## src/rtl/pipe_ctrl.sv

```systemverilog
// pipe_ctrl: stall/flush sequencer for the 5-stage pipeline.
// Combines hazard, branch, memory stalls and HALT into per-stage enables,
// an IF/ID flush and an ID/EX bubble; runs the halt drain and keeps
// saturating stall/flush counters plus a sticky hazard-timeout flag.
module pipe_ctrl #(
  parameter int CNT_W   = 16,
  parameter int MAX_HAZ = 3
) (
  input  logic             clk,
  input  logic             rst,
  input  logic             sendNOP,
  input  logic             branch_taken,
  input  logic             imem_stall,
  input  logic             dmem_stall,
  input  logic             halt_id,
  input  logic             halt_wb,
  output logic             pc_en,
  output logic             ifid_en,
  output logic             idex_en,
  output logic             exmem_en,
  output logic             memwb_en,
  output logic             ifid_flush,
  output logic             idex_bubble,
  output logic             halted,
  output logic             haz_err,
  output logic [CNT_W-1:0] stall_cnt,
  output logic [CNT_W-1:0] flush_cnt
);

  // haz_run only needs to reach MAX_HAZ+1, where it parks.
  localparam int              HR_W    = $clog2(MAX_HAZ + 2);
  localparam logic [HR_W-1:0] HR_MAX  = HR_W'(MAX_HAZ + 1);
  localparam logic [HR_W-1:0] HR_TRIP = HR_W'(MAX_HAZ);
  localparam logic [CNT_W-1:0] CNT_MAX = {CNT_W{1'b1}};

  typedef enum logic [1:0] {
    ST_RUN    = 2'd0,
    ST_DRAIN  = 2'd1,
    ST_HALTED = 2'd2
  } state_t;

  state_t            r_state;
  logic [HR_W-1:0]   r_haz_run;
  logic [CNT_W-1:0]  r_stall_cnt;
  logic [CNT_W-1:0]  r_flush_cnt;
  logic              r_haz_err;

  logic w_pc_en, w_ifid_en, w_idex_en, w_exmem_en, w_memwb_en;
  logic w_ifid_flush, w_idex_bubble;

  // Mealy control decode: enables/flush/bubble from state and this cycle's inputs.
  always_comb begin
    w_pc_en       = 1'b0;
    w_ifid_en     = 1'b0;
    w_idex_en     = 1'b0;
    w_exmem_en    = 1'b0;
    w_memwb_en    = 1'b0;
    w_ifid_flush  = 1'b0;
    w_idex_bubble = 1'b0;
    if (rst) begin
      w_pc_en = 1'b0;
    end else begin
      case (r_state)
        ST_RUN: begin
          if (dmem_stall) begin
            w_pc_en = 1'b0;
          end else if (branch_taken) begin
            // Squash the ID instruction; hazard and halt in ID are moot.
            {w_pc_en, w_ifid_en, w_idex_en, w_exmem_en, w_memwb_en} = 5'b11111;
            w_ifid_flush  = 1'b1;
            w_idex_bubble = 1'b1;
          end else if (!sendNOP) begin
            {w_idex_en, w_exmem_en, w_memwb_en} = 3'b111;
            w_idex_bubble = 1'b1;
          end else if (imem_stall) begin
            {w_ifid_en, w_idex_en, w_exmem_en, w_memwb_en} = 4'b1111;
            w_ifid_flush = 1'b1;
          end else begin
            // Normal advance, including the cycle a HALT leaves ID.
            {w_pc_en, w_ifid_en, w_idex_en, w_exmem_en, w_memwb_en} = 5'b11111;
          end
        end
        ST_DRAIN: begin
          if (dmem_stall) begin
            w_pc_en = 1'b0;
          end else begin
            {w_ifid_en, w_idex_en, w_exmem_en, w_memwb_en} = 4'b1111;
            w_ifid_flush = 1'b1;
          end
        end
        ST_HALTED: w_pc_en = 1'b0;
        default:   w_pc_en = 1'b0;
      endcase
    end
  end

  assign pc_en       = w_pc_en;
  assign ifid_en     = w_ifid_en;
  assign idex_en     = w_idex_en;
  assign exmem_en    = w_exmem_en;
  assign memwb_en    = w_memwb_en;
  assign ifid_flush  = w_ifid_flush;
  assign idex_bubble = w_idex_bubble;
  assign halted      = (r_state == ST_HALTED);
  assign haz_err     = r_haz_err;
  assign stall_cnt   = r_stall_cnt;
  assign flush_cnt   = r_flush_cnt;

  // Sequencer state, hazard run length, sticky error and saturating counters.
  always_ff @(posedge clk or posedge rst) begin
    if (rst) begin
      r_state     <= ST_RUN;
      r_haz_run   <= '0;
      r_stall_cnt <= '0;
      r_flush_cnt <= '0;
      r_haz_err   <= 1'b0;
    end else begin
      case (r_state)
        ST_RUN: begin
          if (dmem_stall) begin
            r_haz_run <= r_haz_run;
          end else if (branch_taken) begin
            r_haz_run <= '0;
            if (r_flush_cnt != CNT_MAX) r_flush_cnt <= r_flush_cnt + 1'b1;
          end else if (!sendNOP) begin
            if (r_stall_cnt != CNT_MAX) r_stall_cnt <= r_stall_cnt + 1'b1;
            if (r_haz_run != HR_MAX) r_haz_run <= r_haz_run + 1'b1;
            // This stall makes the run MAX_HAZ+1 long.
            if (r_haz_run >= HR_TRIP) r_haz_err <= 1'b1;
          end else begin
            r_haz_run <= '0;
            if (!imem_stall && halt_id) r_state <= ST_DRAIN;
          end
        end
        ST_DRAIN: begin
          if (!dmem_stall) begin
            r_haz_run <= '0;
            if (halt_wb) r_state <= ST_HALTED;
          end
        end
        ST_HALTED: r_haz_run <= '0;
        default:   r_state   <= ST_RUN;
      endcase
    end
  end

endmodule

```

## config.mk

```make
export PLATFORM = sky130hd
export DESIGN_NAME = pipe_ctrl
export DESIGN_NICKNAME = d
export VERILOG_FILES = /design/src/rtl/pipe_ctrl.sv
export SDC_FILE = /design/constraint.sdc
export NUM_CORES = 1
export LEC_CHECK = 0
export ABC_CLOCK_PERIOD_IN_PS = 3800
export CAP_MARGIN = 20
export CORE_MARGIN = 8
export CORE_UTILIZATION = 45
export DETAILED_ROUTE_END_ITERATION = 7
export PLACE_DENSITY_LB_ADDON = 0.15
export SKIP_CTS_REPAIR_TIMING = 1
export SLEW_MARGIN = 20
export SYNTH_ARGS = -nofsm -noshare
export SYNTH_HDL_FRONTEND = slang
export SYNTH_SLANG_ARGS = --single-unit
```

## constraint.sdc

```tcl
create_clock -name clk -period 3.8 [get_ports clk]
set_input_delay 0.38 -clock clk [delete_from_list [all_inputs] [get_ports clk]]
set_output_delay 0.38 -clock clk [all_outputs]
set_load 0.01 [all_outputs]
```

## Word level (Yosys, flattened, before mapping)

Index checks and enable logic that the tools add are counted.
W data, S select, Z words.

- Add/sub/neg operators: 3
- Magnitude comparators: 1
- Equal/unequal tests: 12
- Muxes and demuxes: 38
- Bitwise gates (word level): 4
- Reductions and logical operators: 10

Operator list:

| operator | number |
|---|---|
| $add A16 B1 Y16 const B | 2 |
| $ne A16 B16 Y1 const B | 2 |
| $mux W1 | 23 |
| $mux W3 | 5 |
| $mux W2 | 6 |
| $ne A2 B2 Y1 const B | 6 |
| $reduce_and A5 Y1 | 2 |
| $pmux W3 S3 | 1 |
| $reduce_and A4 Y1 | 2 |
| $reduce_and A7 Y1 | 1 |
| $pmux W2 S3 | 1 |
| $ne A4 B4 Y1 const B | 1 |
| $not A1 Y1 | 4 |
| $pmux W1 S2 | 2 |
| $add A3 B1 Y3 const B | 1 |
| $ge A3 B2 Y1 const B | 1 |
| $ne A3 B3 Y1 const B | 1 |
| $reduce_bool A3 Y1 | 1 |
| $eq A2 B1 Y1 const B | 1 |
| $eq A2 B2 Y1 const B | 1 |
| $logic_not A2 Y1 | 1 |
| $reduce_or A2 Y1 | 1 |
| $logic_and A1 B1 Y1 | 1 |
| $logic_not A1 Y1 | 1 |

- Bits in registers: 38
- Logic and storage cells: 73

## Longest topological paths before layout

- Word-level depth: 7
- Gate-level depth with buffers: 8

## Worst setup path after synthesis

OpenSTA, ideal clock, no wires.

- Path kind: register -> output
- Start: register r_state[0]
- End: output port ifid_flush
- Data arrival time: 1.693 ns
- Required time: 3.420 ns
- Slack: 1.727 ns
- Cell stages (with the launch flop): 8
- Buffers on the path: 1
- Cells stage by stage: dfrtp_1 inv_1 ha_1 buf_4 nor2_1 nor3_1 o31a_1 o31a_1

- Cells in the longest elaborated chain, start to end: 3
- Elaborated cells on any way between the ends: 4
- Those cells by class: 1 x eq/ne; 2 x mux; 1 x reduce/logical

Ends and longest elaborated chain:

| item | line | text |
|---|---|---|
| start, declared | 42 | `state_t r_state;` |
| start signal, assigned | 112 | `r_state <= ST_RUN;` |
| start signal, assigned | 132 | `if (!imem_stall && halt_id) r_state <= ST_DRAIN;` |
| start signal, assigned | 138 | `if (halt_wb) r_state <= ST_HALTED;` |
| $eq A2 B1 Y1 / $logic_not A2 Y1 (equally long branches) | 63 | `case (r_state)` |
| $pmux W1 S2 (*) | 63 |  |
| $mux W1 (*) | 60 | `if (rst) begin` |
| end, declared | 22 | `output logic ifid_flush,` |

Mark *: on every way between the ends. The rest lies on a longest branch, timed or not.

## Worst setup path after layout

Same ends and word-level chain as after synthesis.

==> key figures <==
Clocking
  – CTS tree: yes
  – Clock buffer depth: 2
  – Clock-pin slew of the registers on the worst-case setup and hold paths: 0.07 ns
  – Later-pin clock latency in the skew report: 0.28 ns
  – CTS Sinks: 38
  – H-tree Lvls: 2
  – Num CTS Buffers: 5
  – Clock root buffer: clkbuf_8

Worst setup path
  – Worst path most repeated cell: o31a_1
  – Worst Path Required: 3.42 ns
  – WP data arrival: 2.45 ns
  – Reg-to-reg endpoint: flush_cnt[11]
  – Crit path cell chain: inv_1 -> ha_1 -> nor2_1 -> nor3_1 -> o31a_1 -> o31a_1 -> clkdlybuf4s50_1
  – Crit path from: r_state[0]
  – Worst path max stage delay: 0.53 ns
  – Internal reg-to-reg setup slack: 1.49 ns
  – Buf+Inv Stages, Crit Path: 2
  – Setup crit end: ifid_flush
  – CP delay by family, top: buffers and inverters
  – Register-to-Register Path Depth: 6
  – CP Launch Type: register
  – Largest fanout on the critical path: 10
  – Setup CP Type: register to primary output
  – Crit. End Element: primary output
  – WP depth: 7
  – Worst reg2reg startpoint: r_state[0]
  – Max stage delay cell, worst path: clkdlybuf4s50_1

Timing
  – WHS: 0.476 ns
  – Setup TNS: 0 ns
  – Min Tclk post-route: 2.83 ns
  – Max-Slew Margin vs Limit: 0.633
  – Hold Vio Cnt, Final: 0
  – Skew final: 0.00550 ns
  – Fmax: 354 MHz
  – RSZ-0062 raised after global routing: no
  – Final setup viols: 0
  – Worst-Margin Slew: 0.546 ns
  – Part of the cycle the worst path needs: 0.744
  – Max-slew violations: 0

Drt
  – Post-Route M1 WL: 2170 um
  – WL met2: 2130 um
  – Top sig layer: met4
  – Avg Vias per Cell: 5.62
  – Antenna viol nets, final: 0
  – Routed wl met3: 279 um
  – Drt pass-1 iters: 4
  – WL final: 4620 um
  – Drt initial violations: 44
  – Via Count: 1730
  – DRC Markers: 0
  – Routed WL per cell: 15.0 um

Power and ir drop
  – Tot Pwr: 0.00129 W
  – P per Cell Area: 470 nW/um^2
  – Leak: 1.24 nW
  – Worst vdd ir: 277 uV

Place
  – DPL Wire Length: 3420 um
  – Dpl cells: 301
  – Buffers on Ports: 48
  – RD Place Congestion: 0.770
  – Cell Area, Placed: 2660 sq um

Finish
  – FF+latch area: 951 sq um
  – Commonest non-fill, non-tap cells in the layout: clkdlybuf4s50_1 (48), dfrtp_1 (38), xor2_1 (24), nor3_1 (15), nand4_1 (12)
  – Multi-input gate area: 1120 sq um
  – # fillers: 414
  – Layout Area Growth over Synthesis: 28.0%
  – Layout cell share with drive strength beyond 1: 0.0709
  – Post-route insts no fill: 308
  – Commonest non-fill, non-tap cell in the layout: clkdlybuf4s50_1
  – Final net count: 272
  – Antenna fix cells: 0
  – Post-route cell area: 2730 sq um

Global routing
  – Grt total ovfl: 0
  – Largest net degree at the start of global routing: 39
  – Number of global-route vias before repair: 1682
  – Tot GR Track Use: 0.132
  – Initial antenna violation count: 0
  – Global-route wire length before repair: 7800 um

Floorplanning
  – Placement Rows: 25
  – Die X: 84.9 um
  – Initial core utilization: 0.458
  – Die Footprint: 7210 sq um
  – Core Footprint: 4660 sq um
  – Chip Height: 84.9 um
  – # IOs: 49

Synth
  – Post-Synthesis Cells: 204
  – Seq/Total Area, Yosys: 0.445
  – Asr flop ratio synth: 1.00
  – Mapped Avg Cell Area: 10.5 sq um
  – Post-Syn Area: 2140 sq um
  – Yosys synthesis warning count: 0
  – Syn Nets: 222
  – Netlist cell types: 41
  – Flop and latch count out of synthesis: 38
  – Ys flop type: dfrtp_1
  – Number of synthesized flops with an enable pin: 0

Worst hold path
  – Hold Crit Class: register to register

Outcome
  – Outcome: finished, final reports clean

Run
  – Max-cap violations: 0
report_power, final:
part,total [W],leakage (nW),switching [W],internal [W]
logic,0.000458,0.694,0.000215,0.000243
registers,0.000571,0.503,0.0000959,0.000475
clock network,0.000257,0.0438,0.000134,0.000123
per-stage QoR:
stage	setup slack, ns	utilization
after floorplan	1.73	-
after global placement	1.26	0.570
after detailed placement	1.16	0.570
after CTS	0.927	0.587
after global routing	0.729	0.587
final	0.975	0.587
cell families (layout without fill, tap and decap cells):
family | Yosys count | in the layout | synth area share
simple gates | 92 | 92 | 0.269
flops | 38 | 38 | 0.445
xor+xnor | 27 | 27 | 0.111
compound gates | 17 | 17 | 0.0551
buf+inv | 14 | 64 | 0.0310
fa+ha+maj | 10 | 10 | 0.0586
mux | 6 | 6 | 0.0299
how the worst min path moves through the flow:
| stage | endpoint | cells after the start | from | slack (ns) |
|---|---|---|---|---|
| finish | haz_err | 1 | haz_err | 0.48 |
| global route | haz_err | 1 | haz_err | 0.51 |
| CTS | haz_err | 1 | haz_err | 0.48 |
| detailed placement | haz_err | 1 | haz_err | 0.46 |
| global placement | haz_err | 1 | haz_err | 0.46 |
| floorplan | haz_err | 1 | haz_err | 0.51 |
state kept, by name, summed over array words and instances, names as in the netlist:
register,cells
flush_cnt,16
haz_err,1
r_haz_run,3
r_state,2
stall_cnt,16
per-layer routing:
layer  global-route usage  vias up
met4               0.0469        0
li1                     -      850
met1                0.161      832
met2                0.210       43
met3               0.0463        5
met5                    0        -
Yosys cell counts, types with 3 or more instances:
master	number	area share
dfrtp_1	38	0.45
xor2_1	24	0.098
nor3_1	15	0.035
nand4_1	12	0.035
nand2_1	11	0.019
nand3_1	11	0.026
ha_1	10	0.059
nor2_1	10	0.018
inv_1	8	0.014
and4_1	5	0.021
a21oi_1	4	0.0094
nor2b_1	4	0.012
nor4_1	4	0.012
buf_4	3	0.011
mux2_2	3	0.016
mux2i_1	3	0.014
nand3b_1	3	0.011
o31a_1	3	0.012
or4_1	3	0.011
xnor2_1	3	0.012
cell type report:
type	instances	share of cell area
Sequential cell	38	0.348
Clock buffer	5	0.0252
Tap cell	54	0.0247
Timing Repair Buffer	49	0.178
Inverter	8	0.0110
Clock inverter	2	0.00366
Multi-Input combinational cell	152	0.409
Power figures use the tool's default switching activity.
==> patch (config.mk and constraints unchanged) <==
Re-encode `state_t` (3 states) as one-hot, 3 bits wide.
--- a/src/rtl/pipe_ctrl.sv
+++ b/src/rtl/pipe_ctrl.sv
@@ -35,6 +35,6 @@
 
-  typedef enum logic [1:0] {
-    ST_RUN    = 2'd0,
-    ST_DRAIN  = 2'd1,
-    ST_HALTED = 2'd2
+  typedef enum logic [2:0] {
+    ST_RUN    = 3'b001,
+    ST_DRAIN  = 3'b010,
+    ST_HALTED = 3'b100
   } state_t;
Check against the original RTL: no difference found for any inputs over 4 cycles, from zero or initial values and one cycle with rst high; so few cycles prove little.
==> patch against the unedited design <==
Wire length down 1.4%. Clock power up 60%. Global-route usage up 0.18 points. Final cell count unchanged. Synthesized area up 1.5%. Sequential power down 3.9%. Setup slack better by 400 ps. Sequential cell count up 1. Synthesized cell count down 0.98%. Total power down 3.9%. Final area up 3.3%.
==> patch: results <==
metrics = {
    "critical_path": {
        "slowest_delay_ps": 600,
        "crit_fanout": 9,
        "worst-r2r-cell-count": 4,
        "timing.rr.start": "r_state[0]",
        "worstPathArrival_ps": 2040,
        "r2r_end": "stall_cnt[1]",
    },
    "layout": {
        "drive_above_1_share_pct": 10.24,
        "finalNetCount": 266,
    },
    "global_route": {
        "grt_pass1_wl_um": 7914,
        "grt_max_degree": 40,
        "grt_pass1_vias": 1668,
    },
    "place": {
        "hpwl_um": 3437,
        "dp.cells": 300,
    },
    "synth": {
        "netlist-cell-type-count": 44,
        "synth_cells": 202,
        "synth_fp_nets": 215,
    },
    "timing": {
        "maxSlewHeadroom_pct": 64.47,
        "whs_ps": 493.0,
    },
    "drt": {
        "initialDrtViolationCount": 38,
        "wirelength_um": 4553,
    },
    "cts": {
        "clk_latency_ps": 300,
    },
    "hold_path": {
        "hp-start": "flush_cnt[15]",
        "min_to": "flush_cnt[15]",
    },
    "power_and_ir_drop": {
        "ir_drop_v": 0.0004497,
        "power.leakage_uw": 0.001272,
    },
    "status": {
        "outcome": "completed",
    },
}
==> patch: metrics by stage <==
step / area, um2 / total power, uW / worst slack (ps) / utilization, %
final: 2825 / 1236 / 1376 / 60.21
after CTS: 2825 / 1256 / 1358 / 60.21
after floorplan: 2167 / 677.3 / 1518 / -
after global routing: 2825 / 1308 / 1180 / 60.21
after detailed placement: 2693 / 837.8 / 1375 / 57.39
after global placement: 2693 / 836.0 / 1408 / 57.39
==> patch: kinds of logic (layout without fill, tap and decap cells) <==
kind of cell | after synthesis | count (layout) | synth area share (%)
AND/OR/NAND/NOR | 85 | 85 | 26.39
flip-flops | 39 | 39 | 45.09
XOR/XNOR | 30 | 30 | 12.12
AO/OA/AOI/OAI | 25 | 25 | 7.564
buffers and inverters | 13 | 65 | 3.406
adder cells (fa/ha/maj) | 5 | 5 | 2.887
multiplexers | 5 | 5 | 2.540
==> patch: area by class of cell <==
| type | count | share of cell area [%] |
|---|---|---|
| clock buffers | 6 | 2.569 |
| clock inverters | 2 | 2.126 |
| inverters | 6 | 0.7972 |
| multi-input cells | 150 | 39.73 |
| flip-flops and latches | 39 | 34.59 |
| well taps | 54 | 2.391 |
| repair buffers | 51 | 17.80 |
==> patch: worst reg2reg max path: stages (launching register included) <==
cell	delay (ps)
dfstp_2	600
nor4b_4	480
nand2_2	230
a21oi_1	280
mux2_1	350
==> patch: worst max-delay path by stage <==
| stage | from | to | slack (ps) | cells past startpoint |
|---|---|---|---|---|
| detailed placement | dmem_stall | ifid_flush | 1370 | 6 |
| floorplan | rst | ifid_flush | 1520 | 4 |
| global route | r_state[0] | ifid_flush | 1180 | 5 |
| finish | r_state[0] | ifid_flush | 1380 | 5 |
| CTS | r_state[0] | ifid_flush | 1360 | 5 |
| global placement | dmem_stall | ifid_flush | 1410 | 6 |
==> patch: report_power, final <==
part / internal [uW] / switching (uW)
logic: 159 / 119
registers: 472 / 78.0
clock network: 263 / 147
==> patch: per-layer routing <==
| metal | wire [um] | vias up | part of all wire (%) | track usage [%] |
|---|---|---|---|---|
| li1 | - | 836 | - | - |
| met1 | 2234 | 782 | 49 | 16.93 |
| met2 | 2010 | 34 | 44 | 20.38 |
| met3 | 247 | 7 | 5.4 | 4.730 |
| met4 | 61 | 0 | 1.3 | 4.936 |
| met5 | 0 | - | 0 | 0 |
